$ cat config.mk
export PLATFORM = sky130hd
export DESIGN_NAME = sofeof_axis_tx_buf
export DESIGN_NICKNAME = d
export VERILOG_FILES = /design/src/rtl/sofeof_axis_tx_buf.sv
export SDC_FILE = /design/constraint.sdc
export NUM_CORES = 1
export LEC_CHECK = 0
export BUFFER_PORTS_ARGS = -buffer_cell sky130_fd_sc_hd__buf_2
export CAP_MARGIN = 20
export CORE_UTILIZATION = 40
export CTS_BUF_LIST = sky130_fd_sc_hd__clkbuf_4 sky130_fd_sc_hd__clkbuf_8 sky130_fd_sc_hd__clkbuf_16
export CTS_CLUSTER_DIAMETER = 100
export DETAILED_ROUTE_END_ITERATION = 6
export SETUP_SLACK_MARGIN = 0.15
export SLEW_MARGIN = 20
export SYNTH_ARGS = -nofsm -noshare
export SYNTH_HDL_FRONTEND = slang
export SYNTH_SLANG_ARGS = --single-unit
$ cat constraint.sdc
create_clock -name CLK -period 5 [get_ports CLK]
set_input_delay 0.25 -clock CLK [delete_from_list [all_inputs] [get_ports CLK]]
set_output_delay 0.25 -clock CLK [all_outputs]
set_load 0.01 [all_outputs]
$ cat src/rtl/sofeof_axis_tx_buf.sv
// SOF/EOF framed word stream to AXI-Stream TX adapter with framing repair, length limit
// and a DEPTH-entry FIFO that decouples upstream TREADY from M_AXI_TX_TREADY.
module sofeof_axis_tx_buf #(
  parameter int AXI_Width = 16,
  parameter int DEPTH     = 16,
  parameter int MAX_WORDS = 256
) (
  input  logic                     CLK,
  input  logic                     RST,
  input  logic                     SOF,
  input  logic                     EOF,
  input  logic                     TVALID,
  input  logic [AXI_Width-1:0]     DATA,
  output logic                     TREADY,
  output logic [AXI_Width-1:0]     M_AXI_TX_TDATA,
  output logic                     M_AXI_TX_TVALID,
  output logic                     M_AXI_TX_TLAST,
  input  logic                     M_AXI_TX_TREADY,
  output logic [$clog2(DEPTH):0]   LEVEL,
  output logic [15:0]              FRAMES_SENT,
  output logic                     ERR_ORPHAN,
  output logic                     ERR_NOEOF,
  output logic                     ERR_TRUNC
);

  localparam int AW = $clog2(DEPTH);
  localparam int CW = $clog2(MAX_WORDS + 1);
  localparam logic [AW:0]   DEPTH_L  = (AW+1)'(DEPTH);
  localparam logic [CW-1:0] CNT_LAST = CW'(MAX_WORDS - 1);

  typedef enum logic [1:0] {
    S_IDLE  = 2'd0,
    S_INFRM = 2'd1,
    S_FLUSH = 2'd2,
    S_DROP  = 2'd3
  } state_t;

  state_t               state_q, state_d;
  logic [CW-1:0]        cnt_q, cnt_d;
  logic [AW-1:0]        wr_ptr_q, rd_ptr_q;
  logic [AW:0]          count_q;
  logic [AXI_Width:0]   mem_q [DEPTH];
  logic [15:0]          frames_q;
  logic                 err_orphan_q, err_noeof_q, err_trunc_q;
  logic                 err_orphan_d, err_noeof_d, err_trunc_d;

  logic                 full_s, valid_s, sof_hold_s, tready_s, accept_s, rd_en_s;
  logic                 wr_en_s, wr_last_s;
  logic [AXI_Width-1:0] wr_data_s;
  logic [AXI_Width:0]   head_s;

  assign full_s     = (count_q == DEPTH_L);
  assign valid_s    = (count_q != '0);
  // A SOF arriving mid-frame is held off so the terminator can be queued ahead of it.
  assign sof_hold_s = (state_q == S_INFRM) & TVALID & SOF;
  assign tready_s   = ~RST & ~full_s & ~sof_hold_s & (state_q != S_FLUSH);
  assign accept_s   = TVALID & tready_s;
  assign rd_en_s    = valid_s & M_AXI_TX_TREADY;
  assign head_s     = mem_q[rd_ptr_q];

  // Framing FSM: next state, FIFO write request and error pulses.
  always_comb begin
    state_d      = state_q;
    cnt_d        = cnt_q;
    wr_en_s      = 1'b0;
    wr_last_s    = 1'b0;
    wr_data_s    = DATA;
    err_orphan_d = 1'b0;
    err_noeof_d  = 1'b0;
    err_trunc_d  = 1'b0;
    case (state_q)
      S_IDLE: begin
        if (accept_s & SOF) begin
          wr_en_s   = 1'b1;
          wr_last_s = EOF;
          if (!EOF) begin
            state_d = S_INFRM;
            cnt_d   = CW'(1);
          end else begin
            state_d = S_IDLE;
          end
        end else if (accept_s) begin
          err_orphan_d = 1'b1;
        end else begin
          state_d = S_IDLE;
        end
      end
      S_INFRM: begin
        if (sof_hold_s) begin
          err_noeof_d = 1'b1;
          state_d     = S_FLUSH;
        end else if (accept_s) begin
          wr_en_s = 1'b1;
          if (EOF) begin
            wr_last_s = 1'b1;
            state_d   = S_IDLE;
          end else if (cnt_q == CNT_LAST) begin
            wr_last_s   = 1'b1;
            err_trunc_d = 1'b1;
            state_d     = S_DROP;
          end else begin
            cnt_d = cnt_q + CW'(1);
          end
        end else begin
          state_d = S_INFRM;
        end
      end
      S_FLUSH: begin
        if (!full_s) begin
          wr_en_s   = 1'b1;
          wr_last_s = 1'b1;
          wr_data_s = '0;
          state_d   = S_IDLE;
        end else begin
          state_d = S_FLUSH;
        end
      end
      S_DROP: begin
        if (accept_s & SOF) begin
          wr_en_s   = 1'b1;
          wr_last_s = EOF;
          if (EOF) begin
            state_d = S_IDLE;
          end else begin
            state_d = S_INFRM;
            cnt_d   = CW'(1);
          end
        end else if (accept_s & EOF) begin
          state_d = S_IDLE;
        end else begin
          state_d = S_DROP;
        end
      end
      default: state_d = S_IDLE;
    endcase
  end

  // State, pointers, occupancy, frame counter and error pulse registers.
  always_ff @(posedge CLK) begin
    if (RST) begin
      state_q      <= S_IDLE;
      cnt_q        <= '0;
      wr_ptr_q     <= '0;
      rd_ptr_q     <= '0;
      count_q      <= '0;
      frames_q     <= 16'd0;
      err_orphan_q <= 1'b0;
      err_noeof_q  <= 1'b0;
      err_trunc_q  <= 1'b0;
    end else begin
      state_q      <= state_d;
      cnt_q        <= cnt_d;
      err_orphan_q <= err_orphan_d;
      err_noeof_q  <= err_noeof_d;
      err_trunc_q  <= err_trunc_d;
      if (wr_en_s) wr_ptr_q <= wr_ptr_q + AW'(1);
      if (rd_en_s) rd_ptr_q <= rd_ptr_q + AW'(1);
      case ({wr_en_s, rd_en_s})
        2'b10:   count_q <= count_q + (AW+1)'(1);
        2'b01:   count_q <= count_q - (AW+1)'(1);
        default: count_q <= count_q;
      endcase
      if (rd_en_s & head_s[AXI_Width]) frames_q <= frames_q + 16'd1;
    end
  end

  // FIFO storage; contents need no reset because the empty flag masks them.
  always_ff @(posedge CLK) begin
    if (wr_en_s & ~RST) mem_q[wr_ptr_q] <= {wr_last_s, wr_data_s};
  end

  assign TREADY          = tready_s;
  assign M_AXI_TX_TVALID = valid_s;
  assign M_AXI_TX_TDATA  = valid_s ? head_s[AXI_Width-1:0] : '0;
  assign M_AXI_TX_TLAST  = valid_s & head_s[AXI_Width];
  assign LEVEL           = count_q;
  assign FRAMES_SENT     = frames_q;
  assign ERR_ORPHAN      = err_orphan_q;
  assign ERR_NOEOF       = err_noeof_q;
  assign ERR_TRUNC       = err_trunc_q;

endmodule

# == Word-level counts from Yosys, hierarchy flattened ==
# Memory sizes are Yosys's and may differ from the RTL's. A register that Yosys moved wholly into a read port is not among the register bits.
# Cells that the tools add are included.
# classes
n_reduce_logical,10
mux,38
addsub,6
bitwise_logic,18
n_eq_ne,16
# op_table
operator,n
9-bit two-way mux,6
16-bit two-way mux,3
2-bit two-way mux,9
9-bit one-hot mux with 2 select lines,1
"16-bit by 1-bit adder with 16-bit output, second input constant",1
1-bit two-way mux,13
1-bit AND,12
"2-bit inequality test, second input constant",6
5-bit one-hot mux with 2 select lines,1
"9-bit by 1-bit adder with 9-bit output, second input constant",1
"9-bit by 8-bit equality test with 1-bit output, second input constant",1
"4-bit by 1-bit adder with 4-bit output, second input constant",2
4-bit two-way mux,2
2-bit one-hot mux with 4 select lines,1
7-bit AND reduction,1
"2-bit equality test, second input constant",3
1-bit inverter,6
1-bit one-hot mux with 3 select lines,2
"5-bit by 1-bit adder with 5-bit output, second input constant",1
"5-bit equality test, second input constant",1
"5-bit by 4-bit inequality test with 1-bit output, second input constant",1
5-bit nonzero test,1
5-bit OR reduction,1
"5-bit by 1-bit subtractor with 5-bit output, second input constant",1
8 further kinds,11
# word_totals
output_inout_bits,43
register_bits,43
mem_bits_rw,272
inputBits,22
wordCells,98
memories,1
# mem_list
memory,depth,width,read_ports,rd_ports_with_merged_regs,wr,line,rtl
mem_q,16,17,1,1,1,42,logic [AXI_Width:0] mem_q [DEPTH];

# == Depth between registers and ports, before layout ==
# Gate-level depths: netlist of run 1.
# depth
word_depth,13
ltp_mapped,15
mapped_depth_nobuf,13

# == Worst setup path before layout of run 1 ==
# OpenSTA, ideal clock, no wires.
# synth_timing
path_type,register to register
from,reg state_q[1]
to,"mem mem_q[10][0] in the netlist's numbering, enable pin"
setup_time_ns,0.441
arrival_ns,3.676
slack_ns,0.882
synth_period_minus_slack_ns,4.118
stages_incl_launch_ff,9
n_path_buf,1
required_ns,4.559
cell_sequence,dfxtp_1 inv_1 ha_1 a311oi_2 o211ai_1 a21oi_2 inv_1 buf_2 nor4b_1
# synth_between
elab_chain_len,13
# synth_rtl
element,line,rtl
"start, declared",38,"state_t state_q, state_d;"
"start signal, assigned",151,state_q <= state_d;
2-bit by 1-bit equality test with 1-bit output,"55, 71",
1-bit AND (2 in a row),55,assign sof_hold_s = (state_q == S_INFRM) & TVALID & SOF;
1-bit inverter,56,assign tready_s = ~RST & ~full_s & ~sof_hold_s & (state_q != S_FLUSH);
1-bit AND (2 in a row),56,
1-bit AND,57,assign accept_s = TVALID & tready_s;
1-bit AND / 1-bit two-way mux (equally long branches),"73, 119, 92",
1-bit two-way mux (on tied branches),"73, 119, 89",
1-bit one-hot mux with 3 select lines (*),71,case (state_q)
1-bit AND (*),169,"if (wr_en_s & ~RST) mem_q[wr_ptr_q] <= {wr_last_s, wr_data_s};"
1-bit two-way mux (*),169,
1-bit two-way mux (not written as such) (*),169,
"end, declared",42,
# Mark *: on every way between the ends. The rest lies on a longest branch, timed or not.

# == Worst setup path in the final report of run 1 ==
# layout_timing
from,reg state_q[1]
to,reg count_q[4] (netlist: LEVEL[4])
# layout_between
elab_chain_len,12
# layout_rtl
element,line,rtl
2-bit by 1-bit equality test with 1-bit output,"55, 71",
1-bit AND (2 in a row),55,
1-bit inverter,56,
1-bit AND (2 in a row),56,
1-bit AND,57,
1-bit AND / 1-bit two-way mux (equally long branches),"73, 119, 92",
1-bit two-way mux (on tied branches),"73, 119, 89",
1-bit one-hot mux with 3 select lines (*),71,
2-bit by 1-bit equality test with 1-bit output / 2-bit equality test (equally long branches),158,"case ({wr_en_s, rd_en_s})"
5-bit one-hot mux with 2 select lines / 2-bit nonzero test (equally long branches),--,
"end signal, assigned",159,2'b10: count_q <= count_q + (AW+1)'(1);
"end signal, assigned",160,2'b01: count_q <= count_q - (AW+1)'(1);
"end signal, assigned",161,default: count_q <= count_q;
"end, declared",41,logic [AW:0] count_q;
# Marks and branches as above.
# A chain may end at the register's enable or synchronous reset.

==> metrics.txt, run 1 <==
# TYPE chip_impl_metric gauge
chip_impl_info{name="hp-class",value="in -> reg"} 1
chip_impl_info{name="clk_root_buffer_cell",value="sky130_fd_sc_hd__clkbuf_16"} 1
chip_impl_metric{name="pwr_density_cell",unit="nW/um^2"} 465
chip_impl_metric{name="worstPathArrival",unit="ns"} 4.07
chip_impl_info{name="outcome",value="finished, final reports clean"} 1
chip_impl_metric{name="fraction_of_final_layout_cells_with_drive_strength_greater_than_1",unit="%"} 30.2
chip_impl_metric{name="routed-via-count",unit=""} 7158
chip_impl_info{name="synth_top_flop_cell",value="sky130_fd_sc_hd__edfxtp_1"} 1
chip_impl_metric{name="synth_cells",unit=""} 769
chip_impl_metric{name="cp.buffers_inverters",unit=""} 2
chip_impl_metric{name="detail_route.iter0.violations",unit=""} 577
chip_impl_metric{name="cts-htree-levels",unit=""} 2
chip_impl_metric{name="grt_max_degree",unit=""} 67
chip_impl_metric{name="finalInstanceArea",unit="um^2"} 15400
chip_impl_metric{name="yosys_warnings",unit=""} 0
chip_impl_metric{name="cts.hold.buffers_added",unit=""} 0
chip_impl_metric{name="cts_repair_resize_count",unit=""} 0
chip_impl_metric{name="floorplan.io_pins",unit=""} 65
chip_impl_metric{name="clock_latency",unit="ns"} 0.51
chip_impl_metric{name="worst_pin_slew",unit="ns"} 1.13
chip_impl_metric{name="grtUsageTotal",unit="%"} 17.3
chip_impl_metric{name="hpwlAfterDp",unit="mm"} 17.2
chip_impl_metric{name="port_buffers",unit=""} 64
chip_impl_info{name="critPathKind",value="reg -> reg"} 1
chip_impl_metric{name="fin_setup_tns",unit="ns"} 0
chip_impl_metric{name="die_h",unit="um"} 184
chip_impl_metric{name="worst_ir_drop_vdd",unit="mV"} 0.273
chip_impl_metric{name="timing_max_transition_violations_final",unit=""} 0
chip_impl_metric{name="antenna_found_initial",unit=""} 0
chip_impl_metric{name="stdcell_count",unit=""} 1316
chip_impl_metric{name="numCtsBuffers",unit=""} 35
chip_impl_metric{name="gp_routability_congestion",unit=""} 0.786
chip_impl_metric{name="drt_pre_antenna_iters",unit=""} 5
chip_impl_info{name="grt_setup_unrepaired",value="false"} 1
chip_impl_metric{name="hold_violations",unit=""} 0
chip_impl_info{name="cell_with_the_most_instances_after_synthesis",value="sky130_fd_sc_hd__edfxtp_1"} 1
chip_impl_metric{name="dpl.cell_count",unit=""} 1254
chip_impl_metric{name="timing.critical_path.fanout_max",unit=""} 14
chip_impl_metric{name="max_cap_viol_count",unit=""} 0
chip_impl_metric{name="max_clock_freq",unit="GHz"} 0.271
chip_impl_metric{name="period_minus_slack",unit="ns"} 3.69
chip_impl_metric{name="synth.avg_cell_area",unit="um^2"} 17.3
chip_impl_metric{name="area_delta_synth_final",unit="%"} 15.7
chip_impl_metric{name="worst_path_largest_cell_delay",unit="ns"} 0.48
chip_impl_metric{name="timing.slew.headroom",unit="%"} 24.3
chip_impl_metric{name="leakagePower",unit="nW"} 4.95
chip_impl_info{name="critPathMostFrequentCell",value="sky130_fd_sc_hd__ha_1"} 1
chip_impl_info{name="timing.critical_path.cells",value="inv_1 -> ha_1 -> a311oi_2 -> o211ai_1 -> a21oi_2 -> inv_1 -> ha_1 -> xor2_1 -> ha_1 -> a31oi_1 -> a21oi_1 -> a31oi_1 -> nand3_1"} 1
chip_impl_metric{name="grt_pass1_wl",unit="mm"} 43.2
chip_impl_info{name="synth_area_leaders",value="sky130_fd_sc_hd__edfxtp_1 61%, sky130_fd_sc_hd__mux4_2 14%, sky130_fd_sc_hd__dfxtp_1 7.1%"} 1
chip_impl_metric{name="drc_errors",unit=""} 0
chip_impl_metric{name="finalWirelength",unit="mm"} 28.3
chip_impl_metric{name="timing.critical_path.required",unit="ns"} 5.38
chip_impl_metric{name="post-cts-setup-buffers",unit=""} 0
chip_impl_metric{name="clockBufferDepth",unit=""} 3
chip_impl_metric{name="horizontal_die_dimension",unit="um"} 184
chip_impl_metric{name="routed_via_density",unit=""} 5.44
chip_impl_metric{name="synth_enable_flop_cells",unit=""} 272
chip_impl_metric{name="grt_pass1_vias",unit=""} 7083
chip_impl_metric{name="fin_skew",unit="ns"} 0.00917
chip_impl_metric{name="worst_setup_hold_path_clk_slew",unit="ns"} 0.05
chip_impl_metric{name="clock-sinks",unit=""} 319
chip_impl_info{name="critPathSlowestCell",value="sky130_fd_sc_hd__a311oi_2"} 1
chip_impl_metric{name="final.period_utilization",unit="%"} 73.8
chip_impl_info{name="post_synth_most_frequent_cells",value="272 x sky130_fd_sc_hd__edfxtp_1, 82 x sky130_fd_sc_hd__mux4_2, 47 x sky130_fd_sc_hd__dfxtp_1, 31 x sky130_fd_sc_hd__nor2b_1, 29 x sky130_fd_sc_hd__a21oi_1"} 1
chip_impl_metric{name="synth_cell_type_count",unit=""} 63
chip_impl_metric{name="final_antenna_net_count",unit=""} 0
chip_impl_info{name="critical-path-top-delay-family",value="compound AO/OA/AOI/OAI gates"} 1
chip_impl_info{name="synth.largest_area_cell",value="sky130_fd_sc_hd__edfxtp_1"} 1
chip_impl_metric{name="average_wire_per_cell_in_the_routed_design",unit="um"} 21.5
chip_impl_metric{name="num_antenna_cells",unit=""} 0
chip_impl_metric{name="post_dp_cell_area",unit="um^2"} 14200
chip_impl_info{name="worstSetupEndpointType",value="flip-flop"} 1
chip_impl_metric{name="nNetsFinal",unit=""} 889
chip_impl_metric{name="die_area",unit="um^2"} 34000
chip_impl_metric{name="grt-ovfl-total",unit=""} 0
chip_impl_metric{name="postSynthRegisterBits",unit=""} 319
chip_impl_metric{name="setup_viol_count_final",unit=""} 0
chip_impl_metric{name="num_rows",unit=""} 66
chip_impl_metric{name="synth-seq-area-share",unit="%"} 68.5
chip_impl_metric{name="floorplan.initialDensity",unit="%"} 40.7
chip_impl_metric{name="syn_area",unit="um^2"} 13300
chip_impl_metric{name="core_area",unit="um^2"} 32600
chip_impl_metric{name="synth.top_cell.area_share",unit="%"} 61.5
chip_impl_info{name="cts_tree",value="yes"} 1
chip_impl_metric{name="syn-num-nets",unit=""} 809
chip_impl_info{name="crit_path_start_kind",value="flip-flop"} 1
chip_impl_metric{name="postSynth.asyncResetShare",unit="%"} 0
==> logic make-up after synthesis <==
| family | Yosys count | share of synthesized area, % |
|---|---|---|
| adder cells (fa/ha/maj) | 18 | 1.69 |
| AND/OR/NAND/NOR | 180 | 7.57 |
| AO/OA/AOI/OAI | 94 | 4.86 |
| XOR/XNOR | 7 | 0.461 |
| buffers and inverters | 60 | 2.26 |
| multiplexers | 91 | 14.6 |
| flip-flops | 319 | 68.5 |
==> final timing paths <==
path	cells past startpoint	slack, ns	startpoint	to
worst max-delay path	13	1.31	state_q[1]	LEVEL[4]
worst min-delay path	3	0.16	SOF	ERR_ORPHAN
worst max register to register	13	1.31	state_q[1]	LEVEL[4]
worst min register to register	2	0.46	cnt_q[8]	cnt_q[8]
==> final cells by class <==
cell class                      count  area (um^2)
Clock inverter                     15          171
Inverter                           17         63.8
Fill cell                        2787        17200
Timing Repair Buffer               86          498
Multi-Input combinational cell    390         3970
Clock buffer                       47         1010
Tap cell                          442          553
Sequential cell                   319         9110
==> placed cells by master (no fill, tap or decap), types with 4 or more instances in the layout <==
cell type	count
sky130_fd_sc_hd__and2b_1	4
sky130_fd_sc_hd__buf_4	21
sky130_fd_sc_hd__clkinv_1	6
sky130_fd_sc_hd__mux2_2	4
sky130_fd_sc_hd__nor2_2	9
sky130_fd_sc_hd__nand2_1	28
sky130_fd_sc_hd__nor2b_1	25
sky130_fd_sc_hd__or4_1	13
sky130_fd_sc_hd__o31ai_1	12
sky130_fd_sc_hd__nor2_1	18
sky130_fd_sc_hd__mux4_2	82
sky130_fd_sc_hd__inv_1	17
sky130_fd_sc_hd__nor3_1	7
sky130_fd_sc_hd__edfxtp_1	272
sky130_fd_sc_hd__and3_1	6
sky130_fd_sc_hd__clkbuf_4	9
sky130_fd_sc_hd__or3_1	8
sky130_fd_sc_hd__a21oi_1	29
sky130_fd_sc_hd__nand4_1	4
sky130_fd_sc_hd__o21ai_1	5
sky130_fd_sc_hd__o21ai_0	10
sky130_fd_sc_hd__nor2b_2	6
sky130_fd_sc_hd__nand3_1	18
sky130_fd_sc_hd__clkinv_2	4
sky130_fd_sc_hd__bufinv_16	4
sky130_fd_sc_hd__xor2_1	5
sky130_fd_sc_hd__buf_2	64
sky130_fd_sc_hd__nor4_1	7
sky130_fd_sc_hd__clkbuf_16	37
sky130_fd_sc_hd__dfxtp_1	44
sky130_fd_sc_hd__nor4_2	4
sky130_fd_sc_hd__ha_1	18
sky130_fd_sc_hd__o211ai_1	6
sky130_fd_sc_hd__and2_1	4
sky130_fd_sc_hd__o22ai_1	4
sky130_fd_sc_hd__nor4b_2	4
sky130_fd_sc_hd__nand2b_1	6
==> per-stage QoR <==
| step | hold WS (ns) | util [%] | worst slack [ns] | total power, mW |
|---|---|---|---|---|
| 2_1_floorplan | 0.436 | - | 0.882 | 4.20 |
| 3_3_place_gp | 0.441 | 43.5 | 1.46 | 4.63 |
| 3_5_place_dp | 0.457 | 43.5 | 1.34 | 4.64 |
| 4_1_cts | 0.138 | 47.1 | 1.32 | 7.24 |
| 5_1_grt | 0.169 | 47.2 | 1.01 | 7.47 |
| 6_report | 0.157 | 47.2 | 1.31 | 7.16 |
==> power breakdown <==
part           leakage [nW]  switching, mW  internal [mW]
clock network         0.591          0.995           1.62
registers              2.83          0.147           2.93
logic                  1.53          0.770          0.693
total                  4.95           1.91           5.24
==> registers in the layout, indices dropped and copies added, names as in the netlist, named ones only <==
| register | count |
|---|---|
| ERR_NOEOF | 1 |
| ERR_ORPHAN | 1 |
| ERR_TRUNC | 1 |
| FRAMES_SENT | 16 |
| LEVEL | 5 |
| cnt_q | 9 |
| mem_q | 272 |
| rd_ptr_q | 4 |
| state_q | 2 |
| wr_ptr_q | 4 |
==> per-layer routing <==
layer  wire (um)  track usage (%)  vias up
met5           0                0        -
met4         511             4.53        0
met3        1250             2.67       38
met2       13300             27.4      160
met1       13200             24.8     3691
li1            -                -     3269
==> worst register-to-register path: stages (launching register included) <==
cell                       delay [ns]
sky130_fd_sc_hd__dfxtp_1         0.40
sky130_fd_sc_hd__inv_1           0.12
sky130_fd_sc_hd__ha_1            0.29
sky130_fd_sc_hd__a311oi_2        0.48
sky130_fd_sc_hd__o211ai_1        0.22
sky130_fd_sc_hd__a21oi_2         0.28
sky130_fd_sc_hd__inv_1           0.30
sky130_fd_sc_hd__ha_1            0.46
sky130_fd_sc_hd__xor2_1          0.22
sky130_fd_sc_hd__ha_1            0.27
sky130_fd_sc_hd__a31oi_1         0.23
sky130_fd_sc_hd__a21oi_1         0.06
sky130_fd_sc_hd__a31oi_1         0.13
sky130_fd_sc_hd__nand3_1         0.10
(Power assumes the default switching activity.)
==> inputs of run 2 (changes only) <==
Clock period 5 ns to 3.5 ns, I/O delays scaled along.
==> metrics.txt, run 2 (synthesis gave the netlist of run 1 again) <==
# TYPE chip_impl_metric gauge
chip_impl_metric{name="port_buffers",unit=""} 64
chip_impl_info{name="grt-busiest-layer",value="met2"} 1
chip_impl_metric{name="hold_violations",unit=""} 0
chip_impl_metric{name="fin_skew",unit="ns"} 0.0135
chip_impl_info{name="hp-class",value="in -> reg"} 1
chip_impl_info{name="critPathKind",value="reg -> out"} 1
chip_impl_metric{name="gp_routability_congestion",unit=""} 0.769
chip_impl_info{name="worstSetupEndpointType",value="output pin"} 1
chip_impl_metric{name="routed-via-count",unit=""} 7255
chip_impl_metric{name="n_fill_cell",unit=""} 2772
chip_impl_info{name="most-common-layout-cells",value="272 x sky130_fd_sc_hd__edfxtp_1, 82 x sky130_fd_sc_hd__mux4_2, 64 x sky130_fd_sc_hd__buf_2"} 1
chip_impl_metric{name="clock-sinks",unit=""} 319
chip_impl_metric{name="num_rows",unit=""} 66
chip_impl_info{name="grt_setup_unrepaired",value="false"} 1
chip_impl_metric{name="grt.met2_usage",unit="%"} 28.2
chip_impl_metric{name="grt_max_degree",unit=""} 67
chip_impl_metric{name="die_area",unit="um^2"} 34000
chip_impl_metric{name="timing.slew.headroom",unit="%"} 35.7
chip_impl_info{name="top_register",value="mem_q"} 1
chip_impl_metric{name="grtUsageTotal",unit="%"} 17.3
chip_impl_metric{name="timing_max_transition_violations_final",unit=""} 0
chip_impl_metric{name="hpwlAfterDp",unit="mm"} 17.7
chip_impl_metric{name="cts-htree-levels",unit=""} 2
chip_impl_metric{name="drt_pre_antenna_iters",unit=""} 4
chip_impl_info{name="timing.critical_path.cells",value="buf_4 -> mux4_2 -> mux4_2 -> and2b_1 -> buf_2"} 1
chip_impl_metric{name="grt_pass1_wl",unit="mm"} 43.6
chip_impl_metric{name="detail_route.iter0.violations",unit=""} 561
chip_impl_metric{name="worst_ir_drop_vdd",unit="mV"} 0.400
chip_impl_metric{name="area_delta_synth_final",unit="%"} 17.8
chip_impl_info{name="outcome",value="finished, final reports clean"} 1
chip_impl_metric{name="worst_path_largest_cell_delay",unit="ns"} 0.66
chip_impl_metric{name="period_minus_slack",unit="ns"} 3.09
chip_impl_metric{name="worstPathArrival",unit="ns"} 2.92
chip_impl_metric{name="holdPathStages",unit=""} 3
chip_impl_metric{name="final.period_utilization",unit="%"} 88.4
chip_impl_metric{name="number_of_flip_flops_in_the_largest_register",unit=""} 272
chip_impl_metric{name="floorplan.initialDensity",unit="%"} 40.7
chip_impl_metric{name="antenna_found_initial",unit=""} 0
chip_impl_metric{name="setup_ws",unit="ns"} 0.408
chip_impl_metric{name="nNetsFinal",unit=""} 921
chip_impl_metric{name="max_clock_freq",unit="GHz"} 0.323
chip_impl_info{name="critPathMostFrequentCell",value="sky130_fd_sc_hd__mux4_2"} 1
chip_impl_info{name="crit_path_start_kind",value="flip-flop"} 1
chip_impl_metric{name="pre_cts_slack",unit="ns"} 0.360
chip_impl_metric{name="max_cap_viol_count",unit=""} 0
chip_impl_metric{name="worst_pin_slew",unit="ns"} 0.963
chip_impl_metric{name="clockBufferDepth",unit=""} 3
chip_impl_metric{name="fin_worst_hold_slack",unit="ns"} 0.102
chip_impl_info{name="critPathSlowestCell",value="sky130_fd_sc_hd__dfxtp_4"} 1
chip_impl_metric{name="cts.hold.buffers_added",unit=""} 0
chip_impl_metric{name="pwr_density_cell",unit="nW/um^2"} 659
chip_impl_metric{name="average_wire_per_cell_in_the_routed_design",unit="um"} 21.1
chip_impl_info{name="clk_root_buffer_cell",value="sky130_fd_sc_hd__clkbuf_16"} 1
chip_impl_metric{name="gr-usage-met1",unit="%"} 24.2
chip_impl_metric{name="timing.critical_path.required",unit="ns"} 3.32
chip_impl_metric{name="setup_viol_count_final",unit=""} 0
chip_impl_metric{name="finalWirelength",unit="mm"} 28.4
chip_impl_metric{name="numCtsBuffers",unit=""} 35
chip_impl_metric{name="num_antenna_cells",unit=""} 0
chip_impl_metric{name="finish.utilization",unit="%"} 48.0
chip_impl_metric{name="fraction_of_final_layout_cells_with_drive_strength_greater_than_1",unit="%"} 32.2
chip_impl_metric{name="worst_setup_hold_path_clk_slew",unit="ns"} 0.06
chip_impl_metric{name="floorplan.io_pins",unit=""} 65
chip_impl_metric{name="routed_via_density",unit=""} 5.38
chip_impl_info{name="cts_tree",value="yes"} 1
chip_impl_metric{name="grt-ovfl-total",unit=""} 0
chip_impl_metric{name="drc_errors",unit=""} 0
chip_impl_metric{name="met3_track_usage_gr",unit="%"} 2.75
chip_impl_metric{name="horizontal_die_dimension",unit="um"} 184
chip_impl_info{name="final_common_cell",value="sky130_fd_sc_hd__edfxtp_1"} 1
chip_impl_metric{name="core_area",unit="um^2"} 32600
chip_impl_metric{name="die_h",unit="um"} 184
chip_impl_metric{name="grt_pass1_vias",unit=""} 7316
chip_impl_metric{name="timing.critical_path.fanout_max",unit=""} 24
chip_impl_metric{name="reg2reg_depth",unit=""} 13
chip_impl_metric{name="leakagePower",unit="nW"} 5.12
chip_impl_metric{name="final_antenna_net_count",unit=""} 0
chip_impl_metric{name="clock_latency",unit="ns"} 0.50
[run 2: layer usage]
| metal | part of all wire (%) | wire, um |
|---|---|---|
| met1 | 46 | 13100 |
| met5 | 0 | 0 |
| met2 | 48 | 13600 |
| met4 | 1.6 | 448 |
| met3 | 4.2 | 1180 |
[run 2: metrics by stage]
step | area (um^2) | instances | TNS (ns) | power (mW)
4_1_cts | 15600 | 1348 | 0 | 10.5
3_5_place_dp | 14500 | 1286 | 0 | 6.70
2_1_floorplan | 13300 | 769 | -71.76 | 6.00
6_report | 15700 | 1348 | 0 | 10.3
3_3_place_gp | 14500 | 1286 | 0 | 6.68
5_1_grt | 15700 | 1348 | 0 | 10.8
[run 2: layout make-up]
class                      instances  area (um^2)  area share, %
multi-input combinational        390         3970           25.3
clock buffer                      42          970           6.19
timing repair buffer             118          763           4.87
sequential                       319         9110           58.2
clock inverter                    20          226           1.45
inverter                          17         63.8          0.407
tap                              442          553           3.53
[run 2: repair_timing]
action                     in CTS  in global routing
gates resized for setup         0                  2
setup buffers                   0                  0
hold endpoints to repair        0                  0
setup endpoints to repair       0                  2
[run 2: critical path: cells and delay by family (launching register included)]
family / cells / cell delay [ns]
muxes: 2 / 1.05
buffers and inverters: 2 / 0.51
DFF: 1 / 0.66
and+or+nand+nor: 1 / 0.17
[run 2: power by group]
part,internal [mW],switching [mW]
sequential,4.19,0.151
clock,2.34,1.43
combinational,1.05,1.17
total,7.58,2.75
[run 2: path summary, 6_finish.rpt]
path,startpoint,end,slack (ns)
max reg2reg,state_q[1],LEVEL[4],0.51
min,EOF,ERR_TRUNC,0.10
min reg2reg,cnt_q[8],cnt_q[8],0.47
max,flip-flop,M_AXI_TX_TDATA[15],0.41
